--- src/rtl/demux_pkg.sv ---
// Shared types and defaults for the TDM receive-side demultiplexer.
package demux_pkg;

  typedef enum logic {
    HUNT   = 1'b0,
    LOCKED = 1'b1
  } state_e;

  localparam int DEFAULT_NUM_SLOTS = 8;

endpackage

--- src/rtl/tdm_slot_counter.sv ---
// Modulo-NUM_SLOTS slot counter with clear, load-to-1 and increment controls.
module tdm_slot_counter #(
  parameter int NUM_SLOTS = 8,
  parameter int SEL_W     = $clog2(NUM_SLOTS)
) (
  input  logic             clk,
  input  logic             rst_n,
  input  logic             en_i,
  input  logic             load1_i,
  input  logic             clr_i,
  output logic [SEL_W-1:0] cnt_o,
  output logic             tc_o
);

  logic [SEL_W-1:0] cnt_q;
  logic [SEL_W-1:0] cnt_d;

  // Clear beats load beats increment; NUM_SLOTS is a power of 2 so the add wraps naturally.
  always_comb begin
    cnt_d = cnt_q;
    if (clr_i) begin
      cnt_d = '0;
    end else if (load1_i) begin
      cnt_d = SEL_W'(1);
    end else if (en_i) begin
      cnt_d = cnt_q + SEL_W'(1);
    end
  end

  always_ff @(posedge clk or negedge rst_n) begin
    if (!rst_n) begin
      cnt_q <= '0;
    end else begin
      cnt_q <= cnt_d;
    end
  end

  assign cnt_o = cnt_q;
  assign tc_o  = (cnt_q == SEL_W'(NUM_SLOTS - 1));

endmodule

--- src/rtl/demux_1by8_tdm.sv ---
// TDM serial-to-parallel demultiplexer: tracks slot position from frame_sync,
// flags framing errors and emits each complete frame as a registered word.
module demux_1by8_tdm
  import demux_pkg::*;
#(
  parameter int NUM_SLOTS    = DEFAULT_NUM_SLOTS,
  parameter int SEL_W        = $clog2(NUM_SLOTS),
  parameter bit REQUIRE_SYNC = 1'b1
) (
  input  logic                 clk,
  input  logic                 rst_n,
  input  logic                 din,
  input  logic                 din_valid,
  input  logic                 frame_sync,
  output logic [NUM_SLOTS-1:0] dout,
  output logic                 dout_valid,
  output logic [SEL_W-1:0]     slot,
  output logic                 locked,
  output logic                 sync_err
);

  state_e               state_q, state_d;
  logic [NUM_SLOTS-1:0] stage_q, stage_d;
  logic [NUM_SLOTS-1:0] dout_q, dout_d;
  logic                 dv_q, dv_d;
  logic                 err_q, err_d;

  logic                 cnt_en;
  logic                 cnt_load1;
  logic                 cnt_clr;
  logic [SEL_W-1:0]     slot_cnt;
  logic                 slot_tc;
  logic                 slot_zero;

  // A new frame always starts from an empty staging word.
  function automatic logic [NUM_SLOTS-1:0] first_bit(input logic b);
    logic [NUM_SLOTS-1:0] v;
    v    = '0;
    v[0] = b;
    return v;
  endfunction

  tdm_slot_counter #(
    .NUM_SLOTS (NUM_SLOTS),
    .SEL_W     (SEL_W)
  ) u_slot_cnt (
    .clk     (clk),
    .rst_n   (rst_n),
    .en_i    (cnt_en),
    .load1_i (cnt_load1),
    .clr_i   (cnt_clr),
    .cnt_o   (slot_cnt),
    .tc_o    (slot_tc)
  );

  assign slot_zero = (slot_cnt == '0);

  always_comb begin
    state_d   = state_q;
    stage_d   = stage_q;
    dout_d    = dout_q;
    dv_d      = 1'b0;
    err_d     = 1'b0;
    cnt_en    = 1'b0;
    cnt_load1 = 1'b0;
    cnt_clr   = 1'b0;
    if (din_valid) begin
      if (state_q == HUNT) begin
        if (frame_sync) begin
          stage_d   = first_bit(din);
          cnt_load1 = 1'b1;
          state_d   = LOCKED;
        end
      end else if (frame_sync && !slot_zero) begin
        // Early sync: abandon the partial frame and restart at slot 0.
        err_d     = 1'b1;
        stage_d   = first_bit(din);
        cnt_load1 = 1'b1;
      end else if (slot_zero && !frame_sync && REQUIRE_SYNC) begin
        err_d   = 1'b1;
        cnt_clr = 1'b1;
        state_d = HUNT;
      end else begin
        if (slot_zero) begin
          stage_d = first_bit(din);
        end else begin
          stage_d[slot_cnt] = din;
        end
        cnt_en = 1'b1;
        if (slot_tc) begin
          dout_d = stage_d;
          dv_d   = 1'b1;
        end
      end
    end
  end

  always_ff @(posedge clk or negedge rst_n) begin
    if (!rst_n) begin
      state_q <= HUNT;
      stage_q <= '0;
      dout_q  <= '0;
      dv_q    <= 1'b0;
      err_q   <= 1'b0;
    end else begin
      state_q <= state_d;
      stage_q <= stage_d;
      dout_q  <= dout_d;
      dv_q    <= dv_d;
      err_q   <= err_d;
    end
  end

  assign dout       = dout_q;
  assign dout_valid = dv_q;
  assign slot       = slot_cnt;
  assign locked     = (state_q == LOCKED);
  assign sync_err   = err_q;

endmodule

--- config.mk ---
export PLATFORM = sky130hd
export DESIGN_NAME = demux_1by8_tdm
export DESIGN_NICKNAME = d
export VERILOG_FILES = /design/src/rtl/demux_pkg.sv /design/src/rtl/tdm_slot_counter.sv /design/src/rtl/demux_1by8_tdm.sv
export SDC_FILE = /design/constraint.sdc
export NUM_CORES = 1
export LEC_CHECK = 0
export CAP_MARGIN = 10
export CORE_UTILIZATION = 30
export DETAILED_ROUTE_END_ITERATION = 6
export GPL_TIMING_DRIVEN = 0
export PLACE_DENSITY = 0.53
export REMOVE_ABC_BUFFERS = 1
export SLEW_MARGIN = 20
export SYNTH_ARGS = -nofsm -noshare
export SYNTH_HDL_FRONTEND = slang
export SYNTH_HIERARCHICAL = 1
export SYNTH_SLANG_ARGS = --single-unit
--- constraint.sdc ---
create_clock -name clk -period 3 [get_ports clk]
set_input_delay 0.75 -clock clk [delete_from_list [all_inputs] [get_ports clk]]
set_output_delay 0.75 -clock clk [all_outputs]
set_load 0.005 [all_outputs]
After elaboration in Yosys (flattened, before gate mapping)
Index checks and enable logic that the tools add are counted.
{"block": "word_totals", "reg_bits": 22, "inputBits": 5, "output_inout_bits": 14}
{"block": "classes", "n_addsub": 1, "order_cmp": 2, "eq_ne": 2, "mux": 33, "bitwise_logic": 2, "reduce_logical": 10}
{"operator": "8-bit 2-to-1 mux", "count": 5}
{"operator": "1-bit 2-to-1 mux", "count": 23}
{"operator": "3-bit 2-to-1 mux", "count": 3}
{"operator": "8-bit bitwise mux", "count": 1}
{"operator": "5-bit AND reduction", "count": 1}
{"operator": "3-bit by 4-bit < comparator with 1-bit output, second input constant", "count": 1}
{"operator": "3-bit by 1-bit adder with 3-bit output, second input constant", "count": 1}
{"operator": "1-bit demux with 3-bit select", "count": 1}
{"operator": "3-bit equality test, second input constant", "count": 1}
{"operator": "3-bit by 1-bit greater-or-equal comparator with 1-bit output, second input constant", "count": 1}
{"operator": "1-bit logical AND", "count": 3}
{"operator": "3-bit logical NOT", "count": 1}
{"operator": "3-bit != test, second input constant", "count": 1}
{"operator": "3-bit AND reduction", "count": 1}
{"operator": "3-bit nonzero test", "count": 1}
{"operator": "1-bit logical NOT", "count": 2}
{"operator": "1-bit inverter", "count": 2}
{"operator": "2-bit nonzero test", "count": 1}

Depth between registers and ports, before layout
{"block": "logic_depth", "word_depth": 9, "ltp_mapped": 8}

By module
The synthesis kept the hierarchy.
{"module": "demux_1by8_tdm", "instances": 1, "cells_each": 104, "area_each_um2": 1027.2}
{"module": "tdm_slot_counter", "instances": 1, "cells_each": 12, "area_each_um2": 147.6}

Least setup slack after synthesis
OpenSTA, ideal clock, no wires.
{"block": "synth_timing", "path_kind": "register -> register", "start": "register u_slot_cnt.cnt_q[0], in the netlist u_slot_cnt/cnt_o[0]", "end": "register dout_q[6], in the netlist dout[6]", "setup_time_ns": 0.125, "arrival_ns": 1.880, "t_required_ns": 2.875, "path_slack_ns": 0.995, "stages_incl_launch_ff": 8, "n_path_buf": 1, "synth_period_minus_slack_ns": 2.005, "cell_sequence": "dfrtp_1 -> or3_4 -> inv_1 -> ha_1 -> and3_4 -> nand2_2 -> buf_6 -> mux2_4"}
{"block": "synth_between", "elab_chain_len": 6, "elab_cells_between_ends": 15, "cone_classes": "order compare (2); eq/ne (1); mux (4); bitwise (2); reduce/logical (6)"}
{"element": "from (decl)", "line": "tdm_slot_counter.sv:15", "source": "logic [SEL_W-1:0] cnt_q;"}
{"element": "from (signal assigned)", "line": "tdm_slot_counter.sv:34", "source": "cnt_q <= cnt_d;"}
{"element": "3-bit by 4-bit < comparator with 1-bit output (implied by the code) or 3-bit by 1-bit greater-or-equal comparator with 1-bit output (tied branches)", "line": "demux_1by8_tdm.sv:87", "source": "stage_d[slot_cnt] = din;"}
{"element": "1-bit logical AND (implied by the code)", "line": "demux_1by8_tdm.sv:87"}
{"element": "1-bit 2-to-1 mux (implied by the code)", "line": "demux_1by8_tdm.sv:87"}
{"element": "1-bit demux with 3-bit select", "line": "demux_1by8_tdm.sv:87"}
{"element": "8-bit bitwise mux", "line": "demux_1by8_tdm.sv:87"}
{"element": "8-bit 2-to-1 mux", "line": "demux_1by8_tdm.sv:84", "source": "if (slot_zero) begin"}
{"element": "to (signal assigned)", "line": "demux_1by8_tdm.sv:108", "source": "dout_q <= dout_d;"}
{"element": "to (decl)", "line": "demux_1by8_tdm.sv:24", "source": "logic [NUM_SLOTS-1:0] dout_q, dout_d;"}
Parallel ways exist; a longest one is shown, timed or not.
A chain may end at the register's enable or synchronous reset.

Final worst setup path
{"block": "layout_timing", "start": "input port frame_sync", "end": "register dout_q[3], in the netlist dout[3]"}
{"block": "layout_between", "elab_chain_len": 4, "elab_cells_between_ends": 6, "cone_classes": "bitwise (2); reduce/logical (4)"}
{"element": "from (decl)", "line": "demux_1by8_tdm.sv:14", "source": "input logic frame_sync,"}
{"element": "1-bit logical NOT", "line": "demux_1by8_tdm.sv:79", "source": "end else if (slot_zero && !frame_sync && REQUIRE_SYNC) begin"}
{"element": "1-bit logical AND", "line": "demux_1by8_tdm.sv:79"}
{"element": "1-bit inverter (no line)"}
{"element": "5-bit AND reduction (no line) *"}
Every way passes the cells marked *; elsewhere a longest branch is shown, timed or not.

==> results summary <==
The run finished with clean final reports. The worst setup path is launched from a primary input. The share of total power in combinational logic is a little under two fifths.

The post-route fraction of the period consumed by the critical path came out at between 70% and 80%. The mux cell area share after synthesis came out at 6.60%. The setup TNS is 0 ns. The total placed instance area is 1380 um^2. After clock tree synthesis, the clock-pin slew on the worst setup and hold paths is roughly 0.08 ns. The final critical path time including I/O delays and setup came out at between 2 and 2.5 ns. The number of slew-limit violations in the final report came out at 0.

The leading cell type by number of instances after synthesis is sky130_fd_sc_hd__dfrtp_1. The number of global-route vias before repair came out at between 800 and 900. Clock tree synthesis found a total of 22 sinks.

Signal routing reaches up to met4. At the worst endpoint, the arrival time is 2.54 ns. Setup repair after global routing left no endpoint under its margin. TritonCTS built the clock tree. Summing the areas of all and, or, nand and nor instances in the mapped netlist gives around a fifth of the synthesized area.

After Yosys synthesis, full adders, half adders and majority gates account for under 10% of the synthesized area. The synthesized area divided by synthesized cell count came out at a little over 10 um^2. The clock tree buffer depth is 2. The detailed-route wire length came out at 2.38 mm. Clock latency on the worst-skew pair, taken at its later pin, is 0.26 ns. The total inserted antenna cells is 0. The worst setup path is of the in2reg kind. The share of total power in the clock network came out at a little under a fifth. For this run, the number of Yosys warnings is 6. The design area is between 1000 and 1500 um^2.

The iteration-0 DRC count of the detailed router is 19. The worst hold-check slack came out at 0.448 ns. The total I/O pin count came out at 19. The proportion of total power due to net switching came out at between 30% and 40%. Across the VDD grid, the largest voltage drop is approximately 450 uV. The setup clock skew after layout is roughly 0.0047 ns. Along the worst path, the maximum fanout reaches 12. The proportion of register bits with asynchronous set or reset after synthesis is 100%.

The cell type group with the largest total delay on the critical path is buffers and inverters. Internal power comes to between 700 and 800 uW. After detailed routing, the number of vias per cell comes to 4.94.

The area of the mapped netlist came out at about 1200 um^2. The slew at the pin closest to its max-slew limit came out at between 0.5 and 0.6 ns. The count of endpoints failing hold in the final timing report came out at 0. The total congestion overflow is 0.

The number of gates on the worst path with buffers counted came out at 6. In this run the standard cell core region covers 3720 um^2. The count of port buffers added during placement is 18. In this run the vertical extent of the chip is between 60 and 70 um. The initial core utilization is 31.6%.

For this run, the leading register cell type out of synthesis is sky130_fd_sc_hd__dfrtp_1. The floorplan step defined a die boundary enclosing roughly 4200 um^2. The share of the synthesized area in the top cell type is ~47%. The post-route antenna net violation count came out at 0.

The number of different library cells used by synthesis comes to 37. Ranked by total cell area, the synthesized netlist is headed by sky130_fd_sc_hd__dfrtp_1 (47%), sky130_fd_sc_hd__o21ai_0 (5.5%), sky130_fd_sc_hd__ha_1 (5.3%), sky130_fd_sc_hd__nand2_1 (4.2%), sky130_fd_sc_hd__mux2i_1 (3.4%). The length of routed met3 wiring came out at 85 um. Clock tree synthesis selected as its root buffer the cell sky130_fd_sc_hd__clkbuf_8. The post-synthesis sequential area ratio is 46.9%. The leakage power summed over all cells is about 0.00064 uW. The total power density per cell area is about 780 nW/um^2. The number of buffers added by the clock tree synthesis step is 3. The number of H-tree levels is 1. The synthesized netlist devotes less than 1% of its cell area to XOR and XNOR gates. The pre-antenna-repair detailed-routing pass consisted of 4 iterations.

The global-route usage over all layers is about 13%. The relative slew slack came out at about two thirds. The total vias in the final route is a little under 900. The routed wirelength normalized by instance count is about 13 um. The largest individual stage delay along the critical path comes from the cell sky130_fd_sc_hd__clkdlybuf4s50_1. The half-perimeter wire length of the detailed placement result came out at 1.62 mm. The buffers plus inverters on the worst setup path is 2. The dominant combinational cell family by area after synthesis is simple AND/OR/NAND/NOR gates.

At the end of routability-driven placement, the weighted congestion stood at a little over 0.8. The synthesized-area fraction occupied by ao, oa, aoi and oai cells came out at approximately 16%. The fmax came out at about 420 MHz. The number of nets in the layout is roughly 140. The area overhead of the layout relative to synthesis is 21.5%. The cell type contributing the most total cell area after synthesis is sky130_fd_sc_hd__dfrtp_1. The pin count of the biggest net entering global routing is 23. The filler cells instantiated in the layout total between 300 and 400. The number of enable-type register cells in the synthesized netlist is 0. The total of hold buffers inserted after clock tree synthesis came out at 0. Synthesis inferred 22 register bits. The worst setup path is captured at a flop. The critical path goes through clkdlybuf4s50_1 -> inv_1 -> ha_1 -> and3_4 -> nand2_2 -> mux2_2.

The met2 routed wirelength came out at between 1 and 1.5 mm. The max-capacitance violation count is 0. In the routed design, unresolved DRC markers number 0. The longest individual stage delay on the worst path came out at between 0.5 and 0.6 ns. The sequential share of power came out at between 40 and 50%. The number of cells on the worst reg-to-reg path is 6. The min-delay analysis places its worst path in the category in2async.

The switching power of the nets came out at 405 uW. The overall power of the completed layout is between 1000 and 1500 uW. The initial antenna violation count is 0. The number of setup violations in the final report is 0. The number of instances in the synthesized netlist came out at between 100 and 150. The count of buffers added by post-CTS timing repair for setup came out at 0. The worst endpoint required time came out at approximately 3.2 ns. The width of the die came out at about 65 um. The global-route wire length before repair is about 4.1 mm. The number of resized instances in the post-cts repair step is 0. After detailed routing, the wire length on met1 is between 1 and 1.5 mm. The post-route netlist has between 10% and 20% of its cells at a drive strength greater than 1. In the synthesized netlist, the cells that appear most often are sky130_fd_sc_hd__dfrtp_1 (22), sky130_fd_sc_hd__nand2_1 (13), sky130_fd_sc_hd__o21ai_0 (13). The row count came out at 22.
cell type report:
cell class	count	area, um^2	share of cell area [%]
clock buffer	4	55.1	3.86
inverter	4	15.0	1.05
multi-input combinational	84	572	40.1
sequential	22	551	38.6
tap	48	60.1	4.21
timing repair buffer	18	175	12.3
sequential cells by signal (all words and copies together) (netlist names):
name,count
dout,8
u_slot_cnt/cnt_o,3
dout_valid,1
locked,1
stage_q,8
sync_err,1
logic make-up after synthesis:
family / Yosys count
buf+inv: 10
simple gates: 44
flops: 22
compound gates: 27
mux: 7
fa+ha+maj: 5
xor+xnor: 1
stage by stage:
step	setup slack, ns	cells	utilization, %
global placement	0.326	176	37.1
detailed placement	0.311	176	37.1
CTS	0.600	180	38.6
floorplan	0.899	110	-
finish	0.608	180	38.4
global route	0.520	180	38.4
layer usage:
layer,global-route usage (%),up-vias
li1,-,441
met1,16.2,431
met2,21.1,15
met3,4.23,2
met4,1.67,0
met5,0,-
placed cells by master (no fill, tap or decap), types with 2 or more instances in the layout:
master	synthesis	final
sky130_fd_sc_hd__nand3_1	6	6
sky130_fd_sc_hd__clkbuf_8	0	4
sky130_fd_sc_hd__mux2_2	2	2
sky130_fd_sc_hd__nor2_1	4	4
sky130_fd_sc_hd__dfrtp_1	22	22
sky130_fd_sc_hd__mux2i_1	4	4
sky130_fd_sc_hd__and3_1	2	2
sky130_fd_sc_hd__a22o_1	3	3
sky130_fd_sc_hd__clkdlybuf4s50_1	0	17
sky130_fd_sc_hd__nor3_1	2	2
sky130_fd_sc_hd__o21ai_0	13	13
sky130_fd_sc_hd__o31a_1	2	2
sky130_fd_sc_hd__nand2_1	13	13
sky130_fd_sc_hd__inv_1	4	4
sky130_fd_sc_hd__a21oi_1	3	3
sky130_fd_sc_hd__nand3b_1	2	2
sky130_fd_sc_hd__ha_1	5	5
sky130_fd_sc_hd__nor2b_1	6	6
power groups by stage:
stage          clock (uW)  sequential [uW]  combinational (uW)
3_5_place_dp            0              481                 422
6_report              210              478                 418
4_1_cts               221              478                 425
2_1_floorplan           0              455                 273
5_1_grt               233              493                 470
3_3_place_gp            0              478                 418
worst register-to-register path: stages (launching register included):
cell	delay, ns
sky130_fd_sc_hd__dfrtp_1	0.57
sky130_fd_sc_hd__or3_4	0.49
sky130_fd_sc_hd__inv_1	0.11
sky130_fd_sc_hd__ha_1	0.25
sky130_fd_sc_hd__and3_4	0.22
sky130_fd_sc_hd__nand2_2	0.22
sky130_fd_sc_hd__mux2_2	0.36
path summary, 6_finish.rpt:
kind,to,from,slack [ns]
worst max-delay path,dout[3]$_DFFE_PN0P_,frame_sync,0.61
worst min-delay path,dout[4]$_DFFE_PN0P_,rst_n,0.45
worst max register to register,dout[3]$_DFFE_PN0P_,u_slot_cnt/cnt_o[0]$_DFFE_PN0P_,0.68
worst min register to register,dout[4]$_DFFE_PN0P_,dout[4]$_DFFE_PN0P_,0.49
max in group asynchronous,stage_q[0]$_DFFE_PN0P_,rst_n,2.20
min in group clk,dout[4]$_DFFE_PN0P_,dout[4]$_DFFE_PN0P_,0.49
(Power assumes the default switching activity.)
